## config.mk

```make
export PLATFORM = sky130hd
export DESIGN_NAME = pipeline_run_controller_flat
export DESIGN_NICKNAME = d
export VERILOG_FILES = /design/src/rtl/pipeline_run_controller_if.sv /design/src/rtl/pipeline_run_controller.sv /design/src/flat_wrapper.sv
export SDC_FILE = /design/constraint.sdc
export NUM_CORES = 1
export LEC_CHECK = 0
export BUFFER_PORTS_ARGS = -buffer_cell sky130_fd_sc_hd__buf_2
export CAP_MARGIN = 20
export CORE_ASPECT_RATIO = 1.1
export CORE_MARGIN = 1
export CORE_UTILIZATION = 60
export CTS_BUF_LIST = sky130_fd_sc_hd__clkbuf_4
export CTS_CLUSTER_SIZE = 28
export DETAILED_ROUTE_END_ITERATION = 8
export PLACE_DENSITY = 0.93
export SYNTH_ARGS = -nofsm -noshare
export SYNTH_HDL_FRONTEND = slang
export SYNTH_SLANG_ARGS = --single-unit
```

## constraint.sdc

```tcl
create_clock -name clk_in -period 3.25 [get_ports clk_in]
set_input_delay 0.325 -clock clk_in [delete_from_list [all_inputs] [get_ports clk_in]]
set_output_delay 0.325 -clock clk_in [all_outputs]
set_load 0.01 [all_outputs]
```

## src/rtl/pipeline_run_controller_if.sv

```systemverilog
// Command and pipeline-control bundle between the debug front end and the run controller.
// Optional breakpoint signals appear only when BREAKPOINT_EN is defined.
interface pipeline_run_controller_if #(
    parameter int CNT_WIDTH = 32
);
    // Handshake: a command transfers on a rising clk_in edge where Cmd_Valid and Cmd_Ready
    // are both high; the master holds Cmd_Code stable while Cmd_Valid is high and not yet accepted.
    logic                 Cmd_Valid;
    logic [1:0]           Cmd_Code;
    logic                 Cmd_Ready;
    logic                 Halt_Detected;
    logic                 Pipe_Enable;
    logic                 PC_Enable;
    logic                 Pipe_Flush;
    logic [2:0]           State;
    logic                 Halted;
    logic [CNT_WIDTH-1:0] Cycle_Count;
`ifdef BREAKPOINT_EN
    logic                 Bp_Enable;
    logic [31:0]          Bp_Addr;
    logic [31:0]          IF_PC;

    modport master (
        output Cmd_Valid, Cmd_Code, Halt_Detected, Bp_Enable, Bp_Addr, IF_PC,
        input  Cmd_Ready, Pipe_Enable, PC_Enable, Pipe_Flush, State, Halted, Cycle_Count
    );
    modport slave (
        input  Cmd_Valid, Cmd_Code, Halt_Detected, Bp_Enable, Bp_Addr, IF_PC,
        output Cmd_Ready, Pipe_Enable, PC_Enable, Pipe_Flush, State, Halted, Cycle_Count
    );
`else
    modport master (
        output Cmd_Valid, Cmd_Code, Halt_Detected,
        input  Cmd_Ready, Pipe_Enable, PC_Enable, Pipe_Flush, State, Halted, Cycle_Count
    );
    modport slave (
        input  Cmd_Valid, Cmd_Code, Halt_Detected,
        output Cmd_Ready, Pipe_Enable, PC_Enable, Pipe_Flush, State, Halted, Cycle_Count
    );
`endif
endinterface

```

## src/rtl/pipeline_run_controller.sv

```systemverilog
// Run/step/pause/clear sequencer gating the 5-stage MIPS pipeline, with HALT drain.
// Optional feature macro: BREAKPOINT_EN (PC breakpoint that stops fetch while running).
module pipeline_run_controller #(
    parameter int DRAIN_DEPTH = 4,
    parameter int CNT_WIDTH   = 32
) (
    input logic                      clk_in,
    input logic                      Reset,
    pipeline_run_controller_if.slave bus
);
    localparam int DW = (DRAIN_DEPTH > 1) ? $clog2(DRAIN_DEPTH) : 1;

    localparam logic [1:0] CMD_CLEAR = 2'b00;
    localparam logic [1:0] CMD_RUN   = 2'b01;
    localparam logic [1:0] CMD_STEP  = 2'b10;
    localparam logic [1:0] CMD_PAUSE = 2'b11;

    typedef enum logic [2:0] {
        S_IDLE   = 3'd0,
        S_RUN    = 3'd1,
        S_STEP   = 3'd2,
        S_DRAIN  = 3'd3,
        S_HALTED = 3'd4
    } state_t;

    state_t               state_q;
    logic                 pipe_en_q;
    logic                 pc_en_q;
    logic                 flush_q;
    logic [DW-1:0]        drain_q;
    logic [CNT_WIDTH-1:0] cnt_q;
    logic [CNT_WIDTH-1:0] cnt_d;

    logic cmd_ready;
    logic accept;
    logic halt_take;
    logic clear_take;
    logic pipe_en_eff;
    logic pc_en_eff;

    assign cmd_ready  = (state_q == S_IDLE) || (state_q == S_RUN) || (state_q == S_HALTED);
    assign accept     = bus.Cmd_Valid && cmd_ready;
    // A HALT seen while fetching discards any command accepted on the same edge.
    assign halt_take  = pc_en_q && bus.Halt_Detected;
    assign clear_take = accept && (bus.Cmd_Code == CMD_CLEAR) && !halt_take;

`ifdef BREAKPOINT_EN
    logic skip_q;
    logic bp_gate;

    // The first cycle after leaving IDLE ignores a match so a stopped breakpoint can be resumed.
    assign bp_gate     = (state_q == S_RUN) && bus.Bp_Enable && (bus.IF_PC == bus.Bp_Addr)
                         && !skip_q && !bus.Halt_Detected;
    assign pipe_en_eff = pipe_en_q && !bp_gate;
    assign pc_en_eff   = pc_en_q && !bp_gate;

    always_ff @(posedge clk_in or negedge Reset) begin
        if (!Reset) begin
            skip_q <= 1'b0;
        end else begin
            skip_q <= (state_q == S_IDLE) && accept &&
                      ((bus.Cmd_Code == CMD_RUN) || (bus.Cmd_Code == CMD_STEP));
        end
    end
`else
    assign pipe_en_eff = pipe_en_q;
    assign pc_en_eff   = pc_en_q;
`endif

    assign cnt_d = clear_take ? '0 : (cnt_q + CNT_WIDTH'(pipe_en_eff));

    always_ff @(posedge clk_in or negedge Reset) begin
        if (!Reset) begin
            state_q   <= S_IDLE;
            pipe_en_q <= 1'b0;
            pc_en_q   <= 1'b0;
            flush_q   <= 1'b0;
            drain_q   <= '0;
            cnt_q     <= '0;
        end else begin
            cnt_q     <= cnt_d;
            flush_q   <= clear_take;
            pipe_en_q <= 1'b0;
            pc_en_q   <= 1'b0;
            if (halt_take) begin
                state_q   <= S_DRAIN;
                pipe_en_q <= 1'b1;
                drain_q   <= DW'(DRAIN_DEPTH - 1);
            end else begin
                case (state_q)
                    S_IDLE: begin
                        state_q <= S_IDLE;
                        if (accept && (bus.Cmd_Code == CMD_RUN)) begin
                            state_q   <= S_RUN;
                            pipe_en_q <= 1'b1;
                            pc_en_q   <= 1'b1;
                        end else if (accept && (bus.Cmd_Code == CMD_STEP)) begin
                            state_q   <= S_STEP;
                            pipe_en_q <= 1'b1;
                            pc_en_q   <= 1'b1;
                        end
                    end
                    S_RUN: begin
                        if (accept && ((bus.Cmd_Code == CMD_CLEAR) ||
                                       (bus.Cmd_Code == CMD_PAUSE))) begin
                            state_q <= S_IDLE;
`ifdef BREAKPOINT_EN
                        end else if (bp_gate) begin
                            state_q <= S_IDLE;
`endif
                        end else begin
                            state_q   <= S_RUN;
                            pipe_en_q <= 1'b1;
                            pc_en_q   <= 1'b1;
                        end
                    end
                    S_STEP: begin
                        state_q <= S_IDLE;
                    end
                    S_DRAIN: begin
                        // Counter was loaded with DRAIN_DEPTH-1, giving DRAIN_DEPTH enabled cycles.
                        if (drain_q == '0) begin
                            state_q <= S_HALTED;
                        end else begin
                            state_q   <= S_DRAIN;
                            pipe_en_q <= 1'b1;
                            drain_q   <= drain_q - DW'(1);
                        end
                    end
                    S_HALTED: begin
                        state_q <= clear_take ? S_IDLE : S_HALTED;
                    end
                    default: begin
                        state_q <= S_IDLE;
                    end
                endcase
            end
        end
    end

    assign bus.Cmd_Ready   = cmd_ready;
    assign bus.Pipe_Enable = pipe_en_eff;
    assign bus.PC_Enable   = pc_en_eff;
    assign bus.Pipe_Flush  = flush_q;
    assign bus.State       = state_q;
    assign bus.Halted      = (state_q == S_HALTED);
    assign bus.Cycle_Count = cnt_q;

endmodule

```

## src/flat_wrapper.sv

```systemverilog
// flat-port wrapper written by rule: the top's interface ports become plain ports
module pipeline_run_controller_flat 
#(
    parameter int DRAIN_DEPTH = 4,
    parameter int CNT_WIDTH   = 32
)
  (clk_in, Reset, bus_Cmd_Valid, bus_Cmd_Code, bus_Halt_Detected, bus_Cmd_Ready, bus_Pipe_Enable, bus_PC_Enable, bus_Pipe_Flush, bus_State, bus_Halted, bus_Cycle_Count);
  pipeline_run_controller_if #(.CNT_WIDTH(CNT_WIDTH)) bus_i ();
  input logic clk_in;
  input logic Reset;
  input wire logic [$bits(bus_i.Cmd_Valid)-1:0] bus_Cmd_Valid;
  input wire logic [$bits(bus_i.Cmd_Code)-1:0] bus_Cmd_Code;
  input wire logic [$bits(bus_i.Halt_Detected)-1:0] bus_Halt_Detected;
  output wire logic [$bits(bus_i.Cmd_Ready)-1:0] bus_Cmd_Ready;
  output wire logic [$bits(bus_i.Pipe_Enable)-1:0] bus_Pipe_Enable;
  output wire logic [$bits(bus_i.PC_Enable)-1:0] bus_PC_Enable;
  output wire logic [$bits(bus_i.Pipe_Flush)-1:0] bus_Pipe_Flush;
  output wire logic [$bits(bus_i.State)-1:0] bus_State;
  output wire logic [$bits(bus_i.Halted)-1:0] bus_Halted;
  output wire logic [$bits(bus_i.Cycle_Count)-1:0] bus_Cycle_Count;
  assign bus_i.Cmd_Valid = bus_Cmd_Valid;
  assign bus_i.Cmd_Code = bus_Cmd_Code;
  assign bus_i.Halt_Detected = bus_Halt_Detected;
  assign bus_Cmd_Ready = bus_i.Cmd_Ready;
  assign bus_Pipe_Enable = bus_i.Pipe_Enable;
  assign bus_PC_Enable = bus_i.PC_Enable;
  assign bus_Pipe_Flush = bus_i.Pipe_Flush;
  assign bus_State = bus_i.State;
  assign bus_Halted = bus_i.Halted;
  assign bus_Cycle_Count = bus_i.Cycle_Count;
  pipeline_run_controller #(.DRAIN_DEPTH(DRAIN_DEPTH), .CNT_WIDTH(CNT_WIDTH)) u_core (.clk_in(clk_in), .Reset(Reset), .bus(bus_i));
endmodule
```

==> results.yml <==
yosys:
  synth_area_mm2: 0.002067
  syn_nets: 231
  ys.flop_type: "dfrtp_1"
  synth_fa_ha_area_share_pct: 3.632
  synth.distinct_cells: 30
  yosys.area.top_type: "dfrtp_1"
  synth_top_family_by_area: "simple AND/OR/NAND/NOR gates"
  ys_top_cells_by_area: "dfrtp_1 48%, a21oi_1 5.1%, nand4_1 4.2%"
  muxShareOfSynthArea_pct: 0
  synth_top_area_share_pct: 48.43
  synth_edf_count: 0
  synth-seq-cells: 40
  synth-simple-area-share_pct: 25.85
  synth-compound-area-share_pct: 13.74
  netlist_instances: 219
  ys_seq_area_share_pct: 48.43
  synth_xor_area_share_pct: 4.661
  ys_warn_count: 0
  async_flop_share_pct: 100.0
  synth_area_per_cell_um2: 9.438
worst_setup_path:
  path_delay_family: "simple AND/OR/NAND/NOR gates"
  crit_fanout: 8
  reg2reg_from: "u_core.bus.Cycle_Count[0]$_DFF_PN0_"
  r2r_end: "u_core.bus.Cycle_Count[26]$_DFF_PN0_"
  crit_slowest_cell: "or4_1"
  max_stage_delay_ns: 0.50
  cp.required_ns: 3.53
  r2r_cells: 6
  critPathKind: "reg -> reg"
  r2r_slack_ns: 1.07
  crit_top_cell: "ha_1"
  worst_ep_arrival_time_ns: 2.45
  cp-end-kind: "flip-flop"
  worst-path-buf-inv: 0
  critPathLaunchType: "flip-flop"
  crit_chain: "ha_1, ha_1, and4_1, nand4_1, or4_1, a21oi_1"
clocking:
  cts_buffers: 5
  clock_latency_ns: 0.36
  clkSlewWorstSetupHoldPaths_ns: 0.11
  cts_resized: 0
  postCtsSetupBuffers: 0
  htreeDepth: 2
  root_buffer: "clkbuf_4"
  clock-sinks: 40
  clockBufferDepth: 2
  cts_hold_buffers: 0
  cts_tree: "yes"
final_layout:
  final_common_cell: "buf_2"
  nets: 276
  antenna_cells: 0
  syn2layout_area_growth_pct: 13.86
  layout_common_cells: "45 x buf_2, 40 x dfrtp_1, 21 x a21oi_1"
  fillers: 260
  final_cell_count_no_fill: 301
  drive_gt1_share_pct: 20.00
status:
  outcome: "complete, but fails checks"
  violations: "design-rule violations"
placed_design:
  dp.cells: 293
  portBuffers: 45
  hpwl_um: 3039
  gp_congestion: 0.8223
timing:
  fin_skew_ns: 0.007168
  worst_pin_slew_ns: 0.8925
  fin_crit_sh_pct: 66.93
  fmax_mhz: 459.7
  tns_ns: 0
  setup_viol: 0
  hold_viol: 0
  drv_slew: 0
  rsz0062_at_grt: "no"
  maxSlewHeadroom_pct: 40.43
  fin_crit_ns: 2.175
power:
  power_density_mw_per_mm2: 535.7
  power.total_mw: 1.261
  irDropWorstVdd_uv: 457.2
  total_leakage_power_nw: 1.135
route:
  drt-vias-per-instance: 6.136
  drc: 2
  dr.first_iter.drc_count: 164
  first_pass_iters: 6
  wl_per_cell_um: 14.38
  routed_wl_um: 4329
  num_vias: 1847
  ant_nets: 0
global_route:
  grt_pass1_vias: 1724
  grt_pass1_wl_um: 7320
  grt_start_max_net_pins: 41
  groute.usage.overall_pct: 26.02
  gr-total-overflow: 0
  antenna_found_initial: 0
floorplanning:
  fp.dieW_um: 57.96
  row_count: 22
  die_h_um: 63.56
  core-area_mm2: 0.003303
  die-area_mm2: 0.003684
  io_pins: 46
  start_util_pct: 62.58
hold_path:
  worstHoldPathType: "in -> async"
flow_run:
  cap_violations: 0
worst max path at each step:
stage	cells past startpoint	end	slack, ns	startpoint
2_1_floorplan	6	u_core.bus.Cycle_Count[29]$_DFF_PN0_	1.26	u_core.bus.Cycle_Count[0]$_DFF_PN0_
3_3_place_gp	5	u_core.bus.Cycle_Count[31]$_DFF_PN0_	1.24	u_core.bus.Cycle_Count[0]$_DFF_PN0_
3_5_place_dp	6	u_core.bus.Cycle_Count[26]$_DFF_PN0_	1.12	u_core.bus.Cycle_Count[0]$_DFF_PN0_
4_1_cts	6	u_core.bus.Cycle_Count[26]$_DFF_PN0_	1.08	u_core.bus.Cycle_Count[0]$_DFF_PN0_
5_1_grt	6	u_core.bus.Cycle_Count[20]$_DFF_PN0_	0.83	u_core.bus.Cycle_Count[0]$_DFF_PN0_
6_report	6	u_core.bus.Cycle_Count[26]$_DFF_PN0_	1.07	u_core.bus.Cycle_Count[0]$_DFF_PN0_
power breakdown:
part	internal [mW]	switching (mW)
clock network	0.0793	0.165
registers	0.580	0.105
logic	0.141	0.191
total	0.800	0.461
cell type report:
| cell class | instances | area [µm²] | area share (%) |
|---|---|---|---|
| sequential | 40 | 1001 | 42.53 |
| multi-input combinational | 161 | 989.7 | 42.05 |
| timing repair buffer | 45 | 225.2 | 9.569 |
| tap | 36 | 45.04 | 1.914 |
| inverter | 11 | 41.29 | 1.754 |
| clock buffer | 5 | 37.54 | 1.595 |
| clock inverter | 3 | 13.76 | 0.5848 |
registers in the layout, summed over array words and instances, names as in the netlist:
signal,count
u_core.bus.Cycle_Count,32
u_core.bus.PC_Enable,1
u_core.bus.Pipe_Enable,1
u_core.bus.Pipe_Flush,1
u_core.bus.State,3
u_core.drain_q,2
metrics by stage:
step | setup slack (ns) | hold slack [ns] | cell area (µm²) | utilization [%]
after floorplan | 1.264 | 0.02941 | 2067 | -
after global placement | 1.238 | 0.4751 | 2302 | 69.70
after detailed placement | 1.119 | 0.4785 | 2302 | 69.70
after CTS | 1.077 | 0.08084 | 2354 | 71.25
after global routing | 0.8346 | 0.1325 | 2354 | 71.25
final | 1.075 | 0.06187 | 2354 | 71.25
metal layers:
layer	vias to the layer above	wire [µm]	global-route usage (%)
li1	894	-	-
met1	887	1786	30.58
met2	57	2250	44.25
met3	9	208	4.517
met4	0	83	14.29
met5	-	0	0
Yosys cell counts, drive strengths merged (3+ instances only):
library cell  number
dfrtp             40
nand3             10
or3                7
nor3               3
and2               6
o21ai             10
nor2              17
xor2               8
clkbuf             4
a21oi             21
nand4             14
or4               12
inv               11
nand2             16
buf                3
xnor2              3
o21a               3
and4               5
o31ai             11
ha                 6
cells by family (layout without fill, tap and decap cells):
kind of cell	count (synthesis)	in the layout
DFF	40	40
and+or+nand+nor	96	96
AOI/OAI and AO/OA	48	48
adders and majority gates	6	6
xor gates and xnor gates	11	11
buffers and inverters	18	64
Note: power is estimated with default switching activity, not from simulation.
